$ cat src/rtl/pwm_pkg.sv
`default_nettype none
// ============================================================================
// Module      : pwm_pkg
// Description : Shared definitions for the PWM generator host interface:
//               command byte bit positions, default address width and the
//               instruction decoder state encoding.
// Revision    : 1.0 - initial release
// ============================================================================
package pwm_pkg;

    localparam int CMD_RW_BIT     = 7;
    localparam int CMD_HL_BIT     = 6;
    localparam int ADDR_W_DEFAULT = 6;

    typedef enum logic [2:0] {
        ST_IDLE       = 3'd0,
        ST_WAIT_DATA  = 3'd1,
        ST_RD_REQ     = 3'd2,
        ST_RD_CAP     = 3'd3,
        ST_WAIT_DUMMY = 3'd4
    } decode_state_t;

endpackage
`default_nettype wire

$ cat src/rtl/sync_2ff.sv
`default_nettype none
// ============================================================================
// Module      : sync_2ff
// Description : Generic two-flop synchroniser for a single asynchronous bit,
//               with a configurable reset value.
// Revision    : 1.0 - initial release
// ============================================================================
module sync_2ff #(
    parameter logic RESET_VAL = 1'b1
) (
    input  logic clk,
    input  logic rst_n,
    input  logic d,
    output logic q
);

    logic meta;

    // Two-stage capture; reset both stages to the configured idle level.
    always_ff @(posedge clk or negedge rst_n) begin
        if (!rst_n) begin
            meta <= RESET_VAL;
            q    <= RESET_VAL;
        end else begin
            meta <= d;
            q    <= meta;
        end
    end

endmodule
`default_nettype wire

$ cat src/rtl/instr_decode.sv
`default_nettype none
// ============================================================================
// Module      : instr_decode
// Description : Turns the two-byte SPI command stream from spi_bridge into
//               single-cycle register-file read/write strobes and returns
//               read data to the bridge through data_out.
// Revision    : 1.0 - initial release
// ============================================================================
module instr_decode
    import pwm_pkg::*;
#(
    parameter int ADDR_W = ADDR_W_DEFAULT
) (
    input  logic              clk,
    input  logic              rst_n,
    input  logic              cs_n,
    input  logic              byte_sync,
    input  logic [7:0]        data_in,
    output logic [7:0]        data_out,
    output logic              read,
    output logic              write,
    output logic [ADDR_W-1:0] addr,
    output logic              hi_sel,
    output logic [7:0]        data_write,
    input  logic [7:0]        data_read
);

    decode_state_t state;
    decode_state_t state_next;
    logic          cs_s;
    logic          load_cmd;
    logic          load_wdata;
    logic          cap_rdata;
    logic          write_next;

    sync_2ff #(
        .RESET_VAL (1'b1)
    ) u_cs_sync (
        .clk   (clk),
        .rst_n (rst_n),
        .d     (cs_n),
        .q     (cs_s)
    );

    // State register.
    always_ff @(posedge clk or negedge rst_n) begin
        if (!rst_n) begin
            state <= ST_IDLE;
        end else begin
            state <= state_next;
        end
    end

    // Next-state, load enables and strobes; an inactive chip select aborts
    // any partial transaction and blocks every byte-driven action.
    always_comb begin
        state_next = state;
        load_cmd   = 1'b0;
        load_wdata = 1'b0;
        cap_rdata  = 1'b0;
        write_next = 1'b0;
        read       = 1'b0;
        case (state)
            ST_IDLE: begin
                if (byte_sync) begin
                    load_cmd   = 1'b1;
                    state_next = data_in[CMD_RW_BIT] ? ST_WAIT_DATA : ST_RD_REQ;
                end
            end
            ST_WAIT_DATA: begin
                if (byte_sync) begin
                    load_wdata = 1'b1;
                    write_next = 1'b1;
                    state_next = ST_IDLE;
                end
            end
            ST_RD_REQ: begin
                read       = 1'b1;
                state_next = ST_RD_CAP;
            end
            ST_RD_CAP: begin
                cap_rdata  = 1'b1;
                state_next = ST_WAIT_DUMMY;
            end
            ST_WAIT_DUMMY: begin
                if (byte_sync) begin
                    state_next = ST_IDLE;
                end
            end
            default: begin
                state_next = ST_IDLE;
            end
        endcase
        if (cs_s) begin
            state_next = ST_IDLE;
            load_cmd   = 1'b0;
            load_wdata = 1'b0;
            write_next = 1'b0;
        end
    end

    // Command fields, write data, read-back byte and the registered write strobe.
    always_ff @(posedge clk or negedge rst_n) begin
        if (!rst_n) begin
            addr       <= '0;
            hi_sel     <= 1'b0;
            data_write <= 8'h00;
            data_out   <= 8'h00;
            write      <= 1'b0;
        end else begin
            write <= write_next;
            if (load_cmd) begin
                addr   <= data_in[ADDR_W-1:0];
                hi_sel <= data_in[CMD_HL_BIT];
            end
            if (load_wdata) begin
                data_write <= data_in;
            end
            if (cap_rdata) begin
                data_out <= data_read;
            end
        end
    end

endmodule
`default_nettype wire

$ cat config.mk
export PLATFORM = sky130hd
export DESIGN_NAME = instr_decode
export DESIGN_NICKNAME = d
export VERILOG_FILES = /design/src/rtl/pwm_pkg.sv /design/src/rtl/sync_2ff.sv /design/src/rtl/instr_decode.sv
export SDC_FILE = /design/constraint.sdc
export NUM_CORES = 1
export LEC_CHECK = 0
export ABC_AREA = 1
export CAP_MARGIN = 30
export CELL_PAD_IN_SITES_DETAIL_PLACEMENT = 0
export CELL_PAD_IN_SITES_GLOBAL_PLACEMENT = 1
export CORE_MARGIN = 8
export CORE_UTILIZATION = 32
export DETAILED_ROUTE_END_ITERATION = 16
export PLACE_DENSITY_LB_ADDON = 0.15
export SLEW_MARGIN = 25
export SYNTH_ARGS = -nofsm -noshare
export SYNTH_HDL_FRONTEND = slang
export SYNTH_HIERARCHICAL = 1
export SYNTH_SLANG_ARGS = --single-unit
$ cat constraint.sdc
create_clock -name clk -period 1.3 [get_ports clk]
set_input_delay 0.13 -clock clk [delete_from_list [all_inputs] [get_ports clk]]
set_output_delay 0.13 -clock clk [all_outputs]
set_load 0.01 [all_outputs]
==> results of run 1 <==
==> layer usage <==
| layer | track usage (%) | vias up | routed length [µm] |
|---|---|---|---|
| li1 | - | 538 | - |
| met1 | 12.83 | 504 | 1325 |
| met2 | 17.73 | 33 | 1519 |
| met3 | 4.515 | 6 | 196 |
| met4 | 4.444 | 0 | 49 |
| met5 | 0 | - | 0 |
==> final cells by class <==
class	count	area share [%]
tap	50	3.266
sequential	29	38.01
multi-input combinational	83	24.69
inverter	14	2.743
timing repair buffer	54	26.00
clock inverter	1	0.2613
clock buffer	7	5.029
==> power breakdown <==
part	leakage, nW	switching [mW]	internal (mW)
clock	0.0542	0.314	0.477
sequential	0.357	0.122	1.15
combinational	0.581	0.465	0.455
==> flip-flops by register name, summed over array words and instances, names as in the netlist <==
signal,flops
data_out,8
data_write,8
u_cs_sync/meta,1
addr,6
state,3
u_cs_sync/q,1
write,1
hi_sel,1
==> through the flow <==
stage                     setup slack [ns]  util, %  instances  hold slack [ns]  power (mW)
after detailed placement           0.03439    46.80        230           0.3476       2.403
after CTS                         0.002616    48.66        238           0.2034       3.054
after global routing               0.01241    48.95        238           0.2207       3.212
after global placement             0.03802    46.80        230           0.3468       2.380
after floorplan                     0.1994        -        128          -0.1656       1.723
final                              0.05178    48.95        238           0.2073       2.985
==> synthesized netlist by cell type <==
cell type / number / area, µm²
nor2_2: 2 / 12.51
o21ai_2: 8 / 70.07
inv_2: 1 / 3.750
buf_8: 1 / 15.01
inv_1: 13 / 48.80
dfstp_2: 2 / 52.55
nand3_4: 2 / 35.03
nor3b_2: 1 / 12.51
nand3_1: 3 / 15.01
nand4_1: 15 / 93.84
nand3_2: 1 / 10.01
buf_4: 1 / 7.510
a21oi_2: 1 / 8.760
dfrtp_1: 27 / 675.7
nor2_4: 2 / 22.52
nor2_1: 4 / 15.01
nand2_1: 44 / 165.2
==> worst min path at each step <==
stage	to	cells after the start	slack (ns)	from
after floorplan	addr[0]$_DFFE_PN0P_	0	-0.17	rst_n
after global placement	u_cs_sync/q$_DFF_PN1_	0	0.35	u_cs_sync/meta$_DFF_PN1_
after detailed placement	u_cs_sync/q$_DFF_PN1_	0	0.35	u_cs_sync/meta$_DFF_PN1_
after CTS	addr[2]$_DFFE_PN0P_	2	0.20	rst_n
after global routing	addr[5]$_DFFE_PN0P_	2	0.22	rst_n
final	data_write[3]$_DFFE_PN0P_	2	0.21	rst_n
==> cell families (layout without fill, tap and decap cells) <==
group                  Yosys count  after routing  share of synthesized area, %
AO/OA/AOI/OAI                    9              9                         6.238
flip-flops                      29             29                         57.62
buffers and inverters           16             76                         5.940
AND/OR/NAND/NOR                 74             74                         30.20
==> flow_metrics.py, run 1 <==
metrics = {
    "outcome": {
        "outcome": "completed",
    },
    "logic_synthesis": {
        "synthCells": 128,
        "synth_fp_nets": 148,
        "synth_area_um2": 1264,
        "ys_seq_area_share_pct": 57.62,
        "yosys_warnings": 6,
        "synth.ff_latch_count": 29,
        "avgSynthCellArea_um2": 9.873,
        "synth_cell_types": 17,
    },
    "setup_path": {
        "worst-path-buf-inv": 1,
        "crit_type": "flip-flop to output port",
        "cp-endpoint": "write",
        "path_delay_family": "buffers and inverters",
        "crit_required_ns": 1.17,
        "worstPathCellList": "clkdlybuf4s50_1",
        "path_depth": 1,
        "startpoint": "write$_DFF_PN0_",
        "end_kind": "output port",
        "rrSetupSlack_ns": 0.13,
        "critical_path.max_stage_delay_ns": 0.52,
        "r2r_end": "data_write[4]$_DFFE_PN0P_",
        "slowest_stage": "clkdlybuf4s50_1",
        "crit_fanout": 1,
        "cp_data_arrival_time_ns": 1.12,
        "cp-start-kind": "flip-flop",
        "reg2reg_from": "state[2]$_DFFE_PN0P_",
        "r2r_cells": 5,
    },
    "layout": {
        "antennaDiodeCount": 0,
        "final_cell_mix": "nand2_1 (44), dfrtp_1 (27), dlygate4sd2_1 (22), clkdlybuf4s50_1 (20), nand4_1 (15)",
        "multiInputGateArea_um2": 473.0,
        "final_common_cell": "nand2_1",
        "drive_gt1_share_pct": 20.74,
        "ff_latch_area_um2": 728.2,
        "area_delta_synth_final_pct": 51.58,
        "nNetsFinal": 207,
        "nFillCells": 406,
        "final_area_um2": 1916,
    },
    "clocking": {
        "cts_resized": 23,
        "cts_tree": "done",
        "cts_sinks": 29,
        "clockBufferDepth": 2,
        "root_buffer": "clkbuf_8",
        "insertion_delay_ns": 0.27,
        "postCtsHoldBufs": 0,
        "cts_buffers": 5,
        "post-cts-setup-buffers": 0,
        "h-tree-depth": 2,
        "clk_pin_slew_worst_paths_ns": 0.06,
    },
    "pwr": {
        "p_leak_nw": 0.9930,
        "peakVddDrop_mv": 0.6115,
        "power_density_nw_per_um2": 1558,
    },
    "floorplanning": {
        "die_h_um": 78.84,
        "die_w_um": 78.84,
        "ios": 45,
        "start_util_pct": 32.29,
        "core_um2": 3914,
        "dieArea_um2": 6216,
        "num_rows": 23,
    },
    "placement": {
        "dpl_cell_area_um2": 1832,
        "place_hpwl_um": 2373,
        "place_congestion": 0.7534,
        "io_buffer_count": 44,
    },
    "sta": {
        "final-hold-violation-count": 0,
        "fin_crit_sh_pct": 96.02,
        "slew_violations": 0,
        "worst_slew_pin_slew_ns": 0.2520,
        "clock_skew_ns": 0.004388,
        "maxSlewHeadroom_pct": 83.20,
        "rsz0062_at_grt": "no",
        "tns_ns": 0,
        "fmax_mhz": 801.1,
        "period_minus_slack_ns": 1.248,
        "setup_viol": 0,
    },
    "routing": {
        "ant_nets": 0,
        "drt_pass1_iterations": 5,
        "wl_per_cell_um": 12.99,
        "vias": 1081,
        "wirelength_um": 3091,
        "drtIter0Drc": 54,
        "route.detailed.drc": 0,
        "routed_via_density": 4.542,
    },
    "grt": {
        "grt_pass1_vias": 1137,
        "grt_overflow_total": 0,
        "grt_max_degree": 30,
        "grt_util_all_layers_pct": 11.05,
        "antenna_found_initial": 0,
        "grt_pass1_wl_um": 5313,
    },
    "job": {
        "maxCapViolations": 0,
    },
    "hold_path": {
        "hold_class": "input pin to async pin",
    },
}
Power figures use the tool's default switching activity.
==> run 2, diff against run 1 <==
Settings changed: CTS_CLUSTER_SIZE set to 25, HOLD_SLACK_MARGIN set to 0.03.
==> results of run 2 <==
No change in the layout: final DEF, timing and power equal those of run 1.
==> run 3, diff against run 2 <==
Settings changed: SKIP_CTS_REPAIR_TIMING set to 1.
==> flow_metrics.py, run 3 (synthesis gave the netlist of run 1 again) <==
metrics = {
    "outcome": {
        "outcome": "completed",
    },
    "clocking": {
        "cts_tree": "done",
        "clockBufferDepth": 2,
        "cts_buffers": 5,
        "insertion_delay_ns": 0.27,
        "h-tree-depth": 2,
        "clk_pin_slew_worst_paths_ns": 0.06,
        "root_buffer": "clkbuf_8",
        "cts_sinks": 29,
    },
    "sta": {
        "worst_slew_pin_slew_ns": 0.2535,
        "fmax_mhz": 800.9,
        "rsz0062_at_grt": "no",
        "final-hold-violation-count": 0,
        "whs_ns": 0.2070,
        "clock_skew_ns": 0.004471,
        "slew_violations": 0,
        "fin_crit_sh_pct": 96.04,
        "period_minus_slack_ns": 1.249,
        "maxSlewHeadroom_pct": 83.10,
        "setup_viol": 0,
        "setup_ws_ns": 0.05145,
    },
    "pwr": {
        "power.share.sequential_pct": 41.3,
        "p_int_mw": 2.185,
        "peakVddDrop_mv": 0.6159,
        "p_sw_mw": 0.9026,
        "clockPowerShare_pct": 25.6,
        "power_density_nw_per_um2": 1539,
        "p_leak_nw": 1.214,
        "pwr-share-comb_pct": 33.1,
        "sw_frac_of_total_pct": 29.24,
        "finalPower_mw": 3.087,
    },
    "setup_path": {
        "worstPathCellList": "clkdlybuf4s50_1",
        "slowest_stage": "clkdlybuf4s50_1",
        "path_delay_family": "buffers and inverters",
        "cp-start-kind": "flip-flop",
        "crit_type": "flip-flop to output port",
        "startpoint": "write$_DFF_PN0_",
        "crit_fanout": 1,
        "crit_required_ns": 1.17,
        "cp_data_arrival_time_ns": 1.12,
        "worst-path-buf-inv": 1,
        "end_kind": "output port",
        "critical_path.max_stage_delay_ns": 0.52,
        "reg2reg_from": "state[2]$_DFFE_PN0P_",
    },
    "floorplanning": {
        "die_h_um": 78.84,
        "start_util_pct": 32.29,
        "ios": 45,
        "dieArea_um2": 6216,
        "num_rows": 23,
        "die_w_um": 78.84,
        "core_um2": 3914,
    },
    "grt": {
        "grt_util_all_layers_pct": 11.05,
        "grt_pass1_vias": 1137,
        "grt_max_degree": 30,
        "antenna_found_initial": 0,
        "grt_pass1_wl_um": 5313,
        "grt_overflow_total": 0,
    },
    "placement": {
        "dp_slack_ns": 0.03439,
        "placed_cells": 230,
        "place_congestion": 0.7534,
        "io_buffer_count": 44,
        "place_hpwl_um": 2373,
    },
    "layout": {
        "nNetsFinal": 207,
        "layoutNonFillerInstCount": 238,
        "final_cell_mix": "nand2_1 (44), dfrtp_1 (27), dlymetal6s2s_1 (24), clkdlybuf4s50_1 (20), nand4_1 (15)",
        "final_common_cell": "nand2_1",
        "reg_top3": "data_out x8, data_write x8, addr x6",
        "drive_gt1_share_pct": 20.21,
        "area_delta_synth_final_pct": 58.71,
        "antennaDiodeCount": 0,
    },
    "routing": {
        "drtIter0Drc": 56,
        "wirelength_um": 3125,
        "routed_via_density": 4.550,
        "ant_nets": 0,
        "drt_pass1_iterations": 5,
        "wl_per_cell_um": 13.13,
        "vias": 1083,
        "route.detailed.drc": 0,
    },
    "job": {
        "maxCapViolations": 0,
    },
    "hold_path": {
        "hold_class": "input pin to async pin",
    },
}
==> run 3: cell types whose count changed in the layout (fill, tap and decap cells not counted), sizes merged <==
cell / delta
clkbuf: -1
dlymetal6s2s: +23
dlygate4sd2: -22
==> run 3: final timing paths <==
check,end,slack [ns],depth (start not counted)
max,write,0.05,1
min,data_write[3]$_DFFE_PN0P_,0.21,2
max reg2reg,data_write[4]$_DFFE_PN0P_,0.13,5
min reg2reg,u_cs_sync/q$_DFF_PN1_,0.35,0
max in group asynchronous,u_cs_sync/q$_DFF_PN1_,0.85,2
min in group clk,u_cs_sync/meta$_DFF_PN1_,0.27,1
==> run 3: per-stage QoR <==
step | cell area, µm² | util (%) | TNS, ns
after floorplan | 1264 | - | 0
after global placement | 1832 | 46.80 | 0
after detailed placement | 1832 | 46.80 | 0
after CTS | 1933 | 49.39 | -0.6129
after global routing | 2006 | 51.25 | 0
final | 2006 | 51.25 | 0
==> run 3: metal layers <==
metal	up-vias	track usage (%)	share of wire, %
met5	-	0	0
met3	6	4.515	5.8
met1	505	12.83	43
met2	33	17.73	49
met4	0	4.444	1.6
li1	539	-	-
==> run 3: power by group through the flow <==
stage                     sequential (mW)  clock (mW)  combinational, mW
after floorplan                      1.42           0              0.307
after global placement               1.29           0               1.09
after detailed placement             1.30           0               1.10
after CTS                            1.29       0.830               1.11
after global routing                 1.31       0.870               1.13
final                                1.27       0.792               1.02
==> run 3: cell type report <==
cell class / instances / area (µm²)
clock buffer: 7 / 96.34
clock inverter: 1 / 5.005
fill: 391 / 1908
inverter: 14 / 52.55
multi-input combinational: 83 / 473.0
sequential: 29 / 728.2
tap: 50 / 62.56
timing repair buffer: 54 / 588.1
